<file path="config.mk">
export PLATFORM = sky130hd
export DESIGN_NAME = riscv_v_reduct_seq
export DESIGN_NICKNAME = d
export VERILOG_FILES = /design/src/rtl/riscv_v_reduct_seq.sv
export SDC_FILE = /design/constraint.sdc
export NUM_CORES = 1
export LEC_CHECK = 0
export ABC_AREA = 1
export CORE_MARGIN = 2
export CORE_UTILIZATION = 50
export CTS_CLUSTER_SIZE = 12
export DETAILED_ROUTE_END_ITERATION = 8
export PLACE_DENSITY = 0.77
export SYNTH_ARGS = -nofsm -noshare
export SYNTH_HDL_FRONTEND = slang
export SYNTH_SLANG_ARGS = --single-unit
</file>
<file path="constraint.sdc">
create_clock -name clk_i -period 3.4 [get_ports clk_i]
set_clock_uncertainty 0.15 [all_clocks]
set_input_delay 1.02 -clock clk_i [delete_from_list [all_inputs] [get_ports clk_i]]
set_output_delay 1.02 -clock clk_i [all_outputs]
set_load 0.02 [all_outputs]
</file>
<file path="src/rtl/riscv_v_reduct_seq.sv">
// Multi-chunk bitwise reduction sequencer (vredand/vredor/vredxor): accumulate chunks, fold to SEW.
// Define RISCV_V_REDUCT_SEQ_INIT_EN to add the start_init_i scalar operand and the INIT state.
module riscv_v_reduct_seq #(
    parameter int unsigned DATA_BYTES = 16,
    parameter int unsigned MAX_CHUNKS = 8
) (
    input  logic                          clk_i,
    input  logic                          rst_i,
    input  logic                          start_valid_i,
    output logic                          start_ready_o,
    input  logic [1:0]                    start_op_i,
    input  logic [1:0]                    start_osize_i,
    input  logic [$clog2(MAX_CHUNKS):0]   start_num_chunks_i,
`ifdef RISCV_V_REDUCT_SEQ_INIT_EN
    input  logic [63:0]                   start_init_i,
`endif
    input  logic                          chunk_valid_i,
    output logic                          chunk_ready_o,
    input  logic [DATA_BYTES*8-1:0]       chunk_data_i,
    input  logic [DATA_BYTES-1:0]         chunk_byte_valid_i,
    output logic                          result_valid_o,
    input  logic                          result_ready_i,
    output logic [63:0]                   result_data_o,
    output logic                          busy_o
);

    localparam int unsigned DW       = DATA_BYTES * 8;
    localparam int unsigned CW       = $clog2(MAX_CHUNKS) + 1;
    localparam int unsigned LogBytes = $clog2(DATA_BYTES);
    localparam int unsigned LvlW     = $clog2(LogBytes + 1);

    typedef enum logic [2:0] {
        StIdle,
        StAccum,
        StFold,
`ifdef RISCV_V_REDUCT_SEQ_INIT_EN
        StInit,
`endif
        StDone
    } state_e;

    state_e           state_q;
    logic [1:0]       op_q;
    logic [1:0]       osize_q;
    logic [CW-1:0]    num_q;
    logic [CW-1:0]    cnt_q;
    logic [LvlW-1:0]  lvl_q;      // log2 of the active accumulator width in bytes
    logic [DW-1:0]    acc_q;
    logic             res_valid_q;
    logic [63:0]      res_data_q;
`ifdef RISCV_V_REDUCT_SEQ_INIT_EN
    logic [63:0]      init_q;
    logic [DW-1:0]    init_acc;
`endif

    logic [DW-1:0]    ident;
    logic [DW-1:0]    byte_mask;
    logic [DW-1:0]    chunk_eff;
    logic [DW-1:0]    lo_mask;
    logic [DW-1:0]    fold_val;
    logic [63:0]      sew_mask;
    logic [CW-1:0]    cnt_inc;
    logic             fold_done;
    int unsigned      half_bits;

    function automatic logic [DW-1:0] red_op(input logic [1:0] op, input logic [DW-1:0] a,
                                             input logic [DW-1:0] b);
        case (op)
            2'b00:   return a & b;
            2'b01:   return a | b;
            default: return a ^ b;
        endcase
    endfunction

    always_comb begin
        ident = (op_q == 2'b00) ? '1 : '0;
        for (int b = 0; b < int'(DATA_BYTES); b++) begin
            byte_mask[b*8 +: 8] = {8{chunk_byte_valid_i[b]}};
        end
        chunk_eff = (chunk_data_i & byte_mask) | (ident & ~byte_mask);
        // Each fold halves the active width; upper half becomes identity so later folds ignore it.
        half_bits = 32'd4 << lvl_q;
        lo_mask   = ~({DW{1'b1}} << half_bits);
        fold_val  = (red_op(op_q, acc_q, acc_q >> half_bits) & lo_mask) | (ident & ~lo_mask);
        fold_done = (lvl_q <= LvlW'(osize_q));
        cnt_inc   = cnt_q + CW'(1);
        case (osize_q)
            2'd0:    sew_mask = 64'h0000_0000_0000_00ff;
            2'd1:    sew_mask = 64'h0000_0000_0000_ffff;
            2'd2:    sew_mask = 64'h0000_0000_ffff_ffff;
            default: sew_mask = 64'hffff_ffff_ffff_ffff;
        endcase
`ifdef RISCV_V_REDUCT_SEQ_INIT_EN
        init_acc = red_op(op_q, acc_q, DW'(init_q));
`endif
    end

    always_ff @(posedge clk_i) begin
        if (rst_i) begin
            state_q     <= StIdle;
            op_q        <= '0;
            osize_q     <= '0;
            num_q       <= '0;
            cnt_q       <= '0;
            lvl_q       <= '0;
            acc_q       <= '0;
            res_valid_q <= 1'b0;
            res_data_q  <= '0;
`ifdef RISCV_V_REDUCT_SEQ_INIT_EN
            init_q      <= '0;
`endif
        end else begin
            case (state_q)
                StIdle: begin
                    if (start_valid_i) begin
                        op_q    <= start_op_i;
                        osize_q <= start_osize_i;
                        num_q   <= start_num_chunks_i;
                        cnt_q   <= '0;
                        lvl_q   <= LvlW'(LogBytes);
                        acc_q   <= (start_op_i == 2'b00) ? '1 : '0;
`ifdef RISCV_V_REDUCT_SEQ_INIT_EN
                        init_q  <= start_init_i;
`endif
                        state_q <= (start_num_chunks_i != '0) ? StAccum : StFold;
                    end
                end
                StAccum: begin
                    if (chunk_valid_i) begin
                        acc_q <= red_op(op_q, acc_q, chunk_eff);
                        cnt_q <= cnt_inc;
                        if (cnt_inc == num_q) state_q <= StFold;
                    end
                end
                StFold: begin
                    if (fold_done) begin
`ifdef RISCV_V_REDUCT_SEQ_INIT_EN
                        state_q     <= StInit;
`else
                        res_valid_q <= 1'b1;
                        res_data_q  <= acc_q[63:0] & sew_mask;
                        state_q     <= StDone;
`endif
                    end else begin
                        acc_q <= fold_val;
                        lvl_q <= lvl_q - LvlW'(1);
                    end
                end
`ifdef RISCV_V_REDUCT_SEQ_INIT_EN
                StInit: begin
                    acc_q       <= (init_acc & DW'(sew_mask)) | (acc_q & ~DW'(sew_mask));
                    res_valid_q <= 1'b1;
                    res_data_q  <= init_acc[63:0] & sew_mask;
                    state_q     <= StDone;
                end
`endif
                StDone: begin
                    if (result_ready_i) begin
                        res_valid_q <= 1'b0;
                        state_q     <= StIdle;
                    end
                end
                default: state_q <= StIdle;
            endcase
        end
    end

    assign start_ready_o  = (state_q == StIdle);
    assign chunk_ready_o  = (state_q == StAccum);
    assign busy_o         = (state_q != StIdle);
    assign result_valid_o = res_valid_q;
    assign result_data_o  = res_data_q;

    // Oversized chunk counts are a caller bug; the sequencer does not clamp them.
    assert property (@(posedge clk_i) disable iff (rst_i)
        (start_valid_i && start_ready_o) |-> (start_num_chunks_i <= CW'(MAX_CHUNKS)));

endmodule

</file>
==> results of run 1 <==
[area by class of cell]
| type | count | area (um^2) |
|---|---|---|
| Antenna cell | 1 | 2.502 |
| Multi-Input combinational cell | 4053 | 23550 |
| Fill cell | 5841 | 23300 |
| Inverter | 450 | 1712 |
| Sequential cell | 210 | 4207 |
| Tap cell | 782 | 978.4 |
| Timing Repair Buffer | 540 | 5393 |
| Clock buffer | 37 | 783.3 |
| Clock inverter | 12 | 203.9 |
[metrics by stage]
| step | setup TNS, ps | hold slack, ps | cells | setup slack [ps] | area [um^2] |
|---|---|---|---|---|---|
| floorplan | 0 | 294.2 | 5080 | 293.9 | 30290 |
| global placement | 0 | 301.9 | 6002 | 37.36 | 34530 |
| detailed placement | 0 | 302.3 | 6002 | 48.36 | 34530 |
| CTS | 0 | 312.0 | 6051 | 9.394 | 35520 |
| global route | -2269 | 330.4 | 6084 | -156.7 | 36830 |
| finish | -63.80 | 310.5 | 6085 | -35.41 | 36830 |
[registers in the layout, summed over array words and instances (netlist names)]
name	cells
lvl_q	3
state_q	2
result_valid_o	1
acc_q	128
result_data_o	64
osize_q	2
num_q	4
op_q	2
cnt_q	4
[placed cells by master (no fill, tap or decap), types with 4 or more instances in the layout]
cell | netlist | layout
inv_1 | 427 | 421
a21oi_2 | 1 | 20
or2_2 | 17 | 17
o21ai_1 | 11 | 17
clkdlybuf4s50_1 | 0 | 223
o211ai_1 | 68 | 68
nand3_4 | 0 | 5
nand4_1 | 131 | 131
clkbuf_8 | 0 | 7
nand2_1 | 1723 | 1674
o31ai_1 | 17 | 16
nand2_4 | 3 | 5
a211oi_1 | 14 | 14
buf_4 | 6 | 248
nand3b_1 | 33 | 33
nor2_2 | 3 | 9
buf_12 | 0 | 43
o22ai_1 | 60 | 60
dfxtp_1 | 210 | 208
bufinv_16 | 0 | 5
o21ai_2 | 1 | 4
nor2_4 | 2 | 13
nand3_1 | 478 | 409
o221ai_1 | 99 | 94
clkinv_2 | 0 | 5
clkbuf_16 | 0 | 36
a21oi_1 | 414 | 395
o221ai_2 | 0 | 5
inv_2 | 22 | 25
ha_1 | 524 | 519
buf_6 | 13 | 12
a31oi_1 | 4 | 4
nand2_2 | 1 | 47
nor2_1 | 280 | 263
o21ai_0 | 154 | 145
nand3_2 | 0 | 64
[critical path, stage by stage, from the launching register on]
cell	delay, ps
dfxtp_2	320
inv_2	70
ha_4	140
buf_12	110
inv_2	50
nor2_4	240
buf_6	220
clkbuf_16	180
nand2_1	80
nand4_1	210
nand3_1	180
nand2_2	150
nand2_1	60
nand2_1	130
nand2_1	90
nand2_1	150
ha_1	250
o221ai_1	210
nand2_1	70
nand2_1	60
nand2_1	50
nand2_1	50
a21oi_1	70
[final timing paths]
check                                      start                        endpoint  slack [ps]  cells after the start
hold reg to reg   result_data_o[52]$_SDFFE_PP0P_  result_data_o[52]$_SDFFE_PP0P_         310                      2
setup reg to reg           lvl_q[0]$_SDFFE_PP0P_           acc_q[2]$_SDFFE_PP0P_         -40                     22
hold / removal    result_data_o[52]$_SDFFE_PP0P_  result_data_o[52]$_SDFFE_PP0P_         310                      2
setup / recovery           lvl_q[0]$_SDFFE_PP0P_           acc_q[2]$_SDFFE_PP0P_         -40                     22
[per-layer routing]
layer  part of all wire  wire length, um  up-vias  track usage
li1                   -                -    17203            -
met1               0.42            54480    17135       0.5469
met2               0.43            55500     2134       0.5976
met3               0.10            13600      352      0.05144
met4              0.051             6626        2       0.1526
met5           0.000077               10        -            0
[cells by family (layout without fill, tap and decap cells)]
| kind of cell | after synthesis | in the layout | share of synthesized area |
|---|---|---|---|
| and+or+nand+nor | 2677 | 2678 | 0.3698 |
| AOI/OAI and AO/OA | 846 | 846 | 0.1634 |
| buffers and inverters | 818 | 1039 | 0.1101 |
| adders and majority gates | 524 | 524 | 0.2165 |
| DFF | 210 | 210 | 0.1388 |
| xor gates and xnor gates | 5 | 5 | 0.001446 |
| other | 0 | 1 | 0 |
[repair_timing]
action                     CTS  global route
hold buffers                 0             0
setup endpoints to repair    0            91
gates resized for setup      0           219
buffers inserted             0            20
==> results.sh, run 1 <==
export IMPL_yosysUniqueCellTypes=38
export IMPL_via_per_inst=6.052
export IMPL_critPathRequiredTime_ps=3710
export IMPL_slew_viol_final=0
export IMPL_synth_cells=5080
export IMPL_cts_buffer_depth=3
export IMPL_gp_congestion=1.092
export IMPL_hp_class="register to register"
export IMPL_synth_area_leaders="ha_1, nand2_1, dfxtp_1"
export IMPL_ys_seq_area_frac=0.1388
export IMPL_rsz0062_at_grt="true"
export IMPL_end_kind="register"
export IMPL_finalSetupViolCount=3
export IMPL_synth_most_common_cell="nand2_1"
export IMPL_fmax_ghz=0.2911
export IMPL_io_buffers=224
export IMPL_yosysTopAreaCell="ha_1"
export IMPL_routed_via_count=36826
export IMPL_tightest_slew_ps=887.4
export IMPL_syn2layout_area_growth_pct=21.59
export IMPL_maxCapViolCount=0
export IMPL_hpwlAfterDp_mm=94.21
export IMPL_cts_htree_levels=1
export IMPL_outcome="finished with violations"
export IMPL_grt_overflow=0
export IMPL_fin_nets=5963
export IMPL_async_flop_share=0
export IMPL_core_area_um2=60130
export IMPL_grt_usage=0.3882
export IMPL_cts_tree="done"
export IMPL_finalWorstSetupSlack_ps=-35.41
export IMPL_crit_type="register to register"
export IMPL_die_y_um=250.1
export IMPL_fin_crit_sh=1.010
export IMPL_antenna_found_initial=2
export IMPL_critical_path_arrival_ps=3750
export IMPL_cts_root_buf="clkbuf_16"
export IMPL_drive_above_1_share=0.1115
export IMPL_start_util=0.5037
export IMPL_die_x_um=250.1
export IMPL_io_pins=225
export IMPL_die_area_um2=62560
export IMPL_yosys_top_cells_count="nand2_1, ha_1, nand3_1, inv_1, a21oi_1"
export IMPL_insertion_delay_ps=610
export IMPL_violations="negative setup slack"
export IMPL_dr_first_iter_drc_count=4572
export IMPL_slew_headroom=0.4084
export IMPL_dr_pass1_iters=8
export IMPL_cts_sinks=210
export IMPL_finalHoldViolations=0
export IMPL_post_drt_wl_per_cell_um=21.40
export IMPL_path_max_fanout=5
export IMPL_ys_seq_elements=210
export IMPL_cts_buffers=27
export IMPL_rows=90
export IMPL_wirelength_mm=130.2
export IMPL_grt_max_degree=141
export IMPL_postSynthNetCount=5761
export IMPL_final_util=0.6124
export IMPL_startpoint_type="register"
export IMPL_synth_edff_count=0
export IMPL_avgSynthCellArea_um2=5.962
export IMPL_fin_crit_ps=3435
export IMPL_drc=0
export IMPL_netlist_area_um2=30290
export IMPL_antenna_left=0
export IMPL_yosysWarnings=0
export IMPL_synth_top_area_frac=0.2165
export IMPL_ys_flop_type="dfxtp_1"
export IMPL_grt_pass1_vias=32761
export IMPL_grt_pass1_wl_mm=194.3
export IMPL_clkTransAtPathRegs_ps=60
Power of run 1 is not shown: default switching activity piles up to over one toggle a cycle in this logic, so the estimate is an artifact.
==> run 2, diff against run 1 <==
--- a/config.mk
+++ b/config.mk
@@ -6,6 +6,7 @@
 export NUM_CORES = 1
 export LEC_CHECK = 0
 export ABC_AREA = 1
+export ABC_CLOCK_PERIOD_IN_PS = 3400
 export CORE_MARGIN = 2
 export CORE_UTILIZATION = 50
 export CTS_CLUSTER_SIZE = 12
==> results of run 2 <==
Same layout as run 1: the final DEF is identical, and so are final timing and power.
Power of run 2 is left out for the same reason.
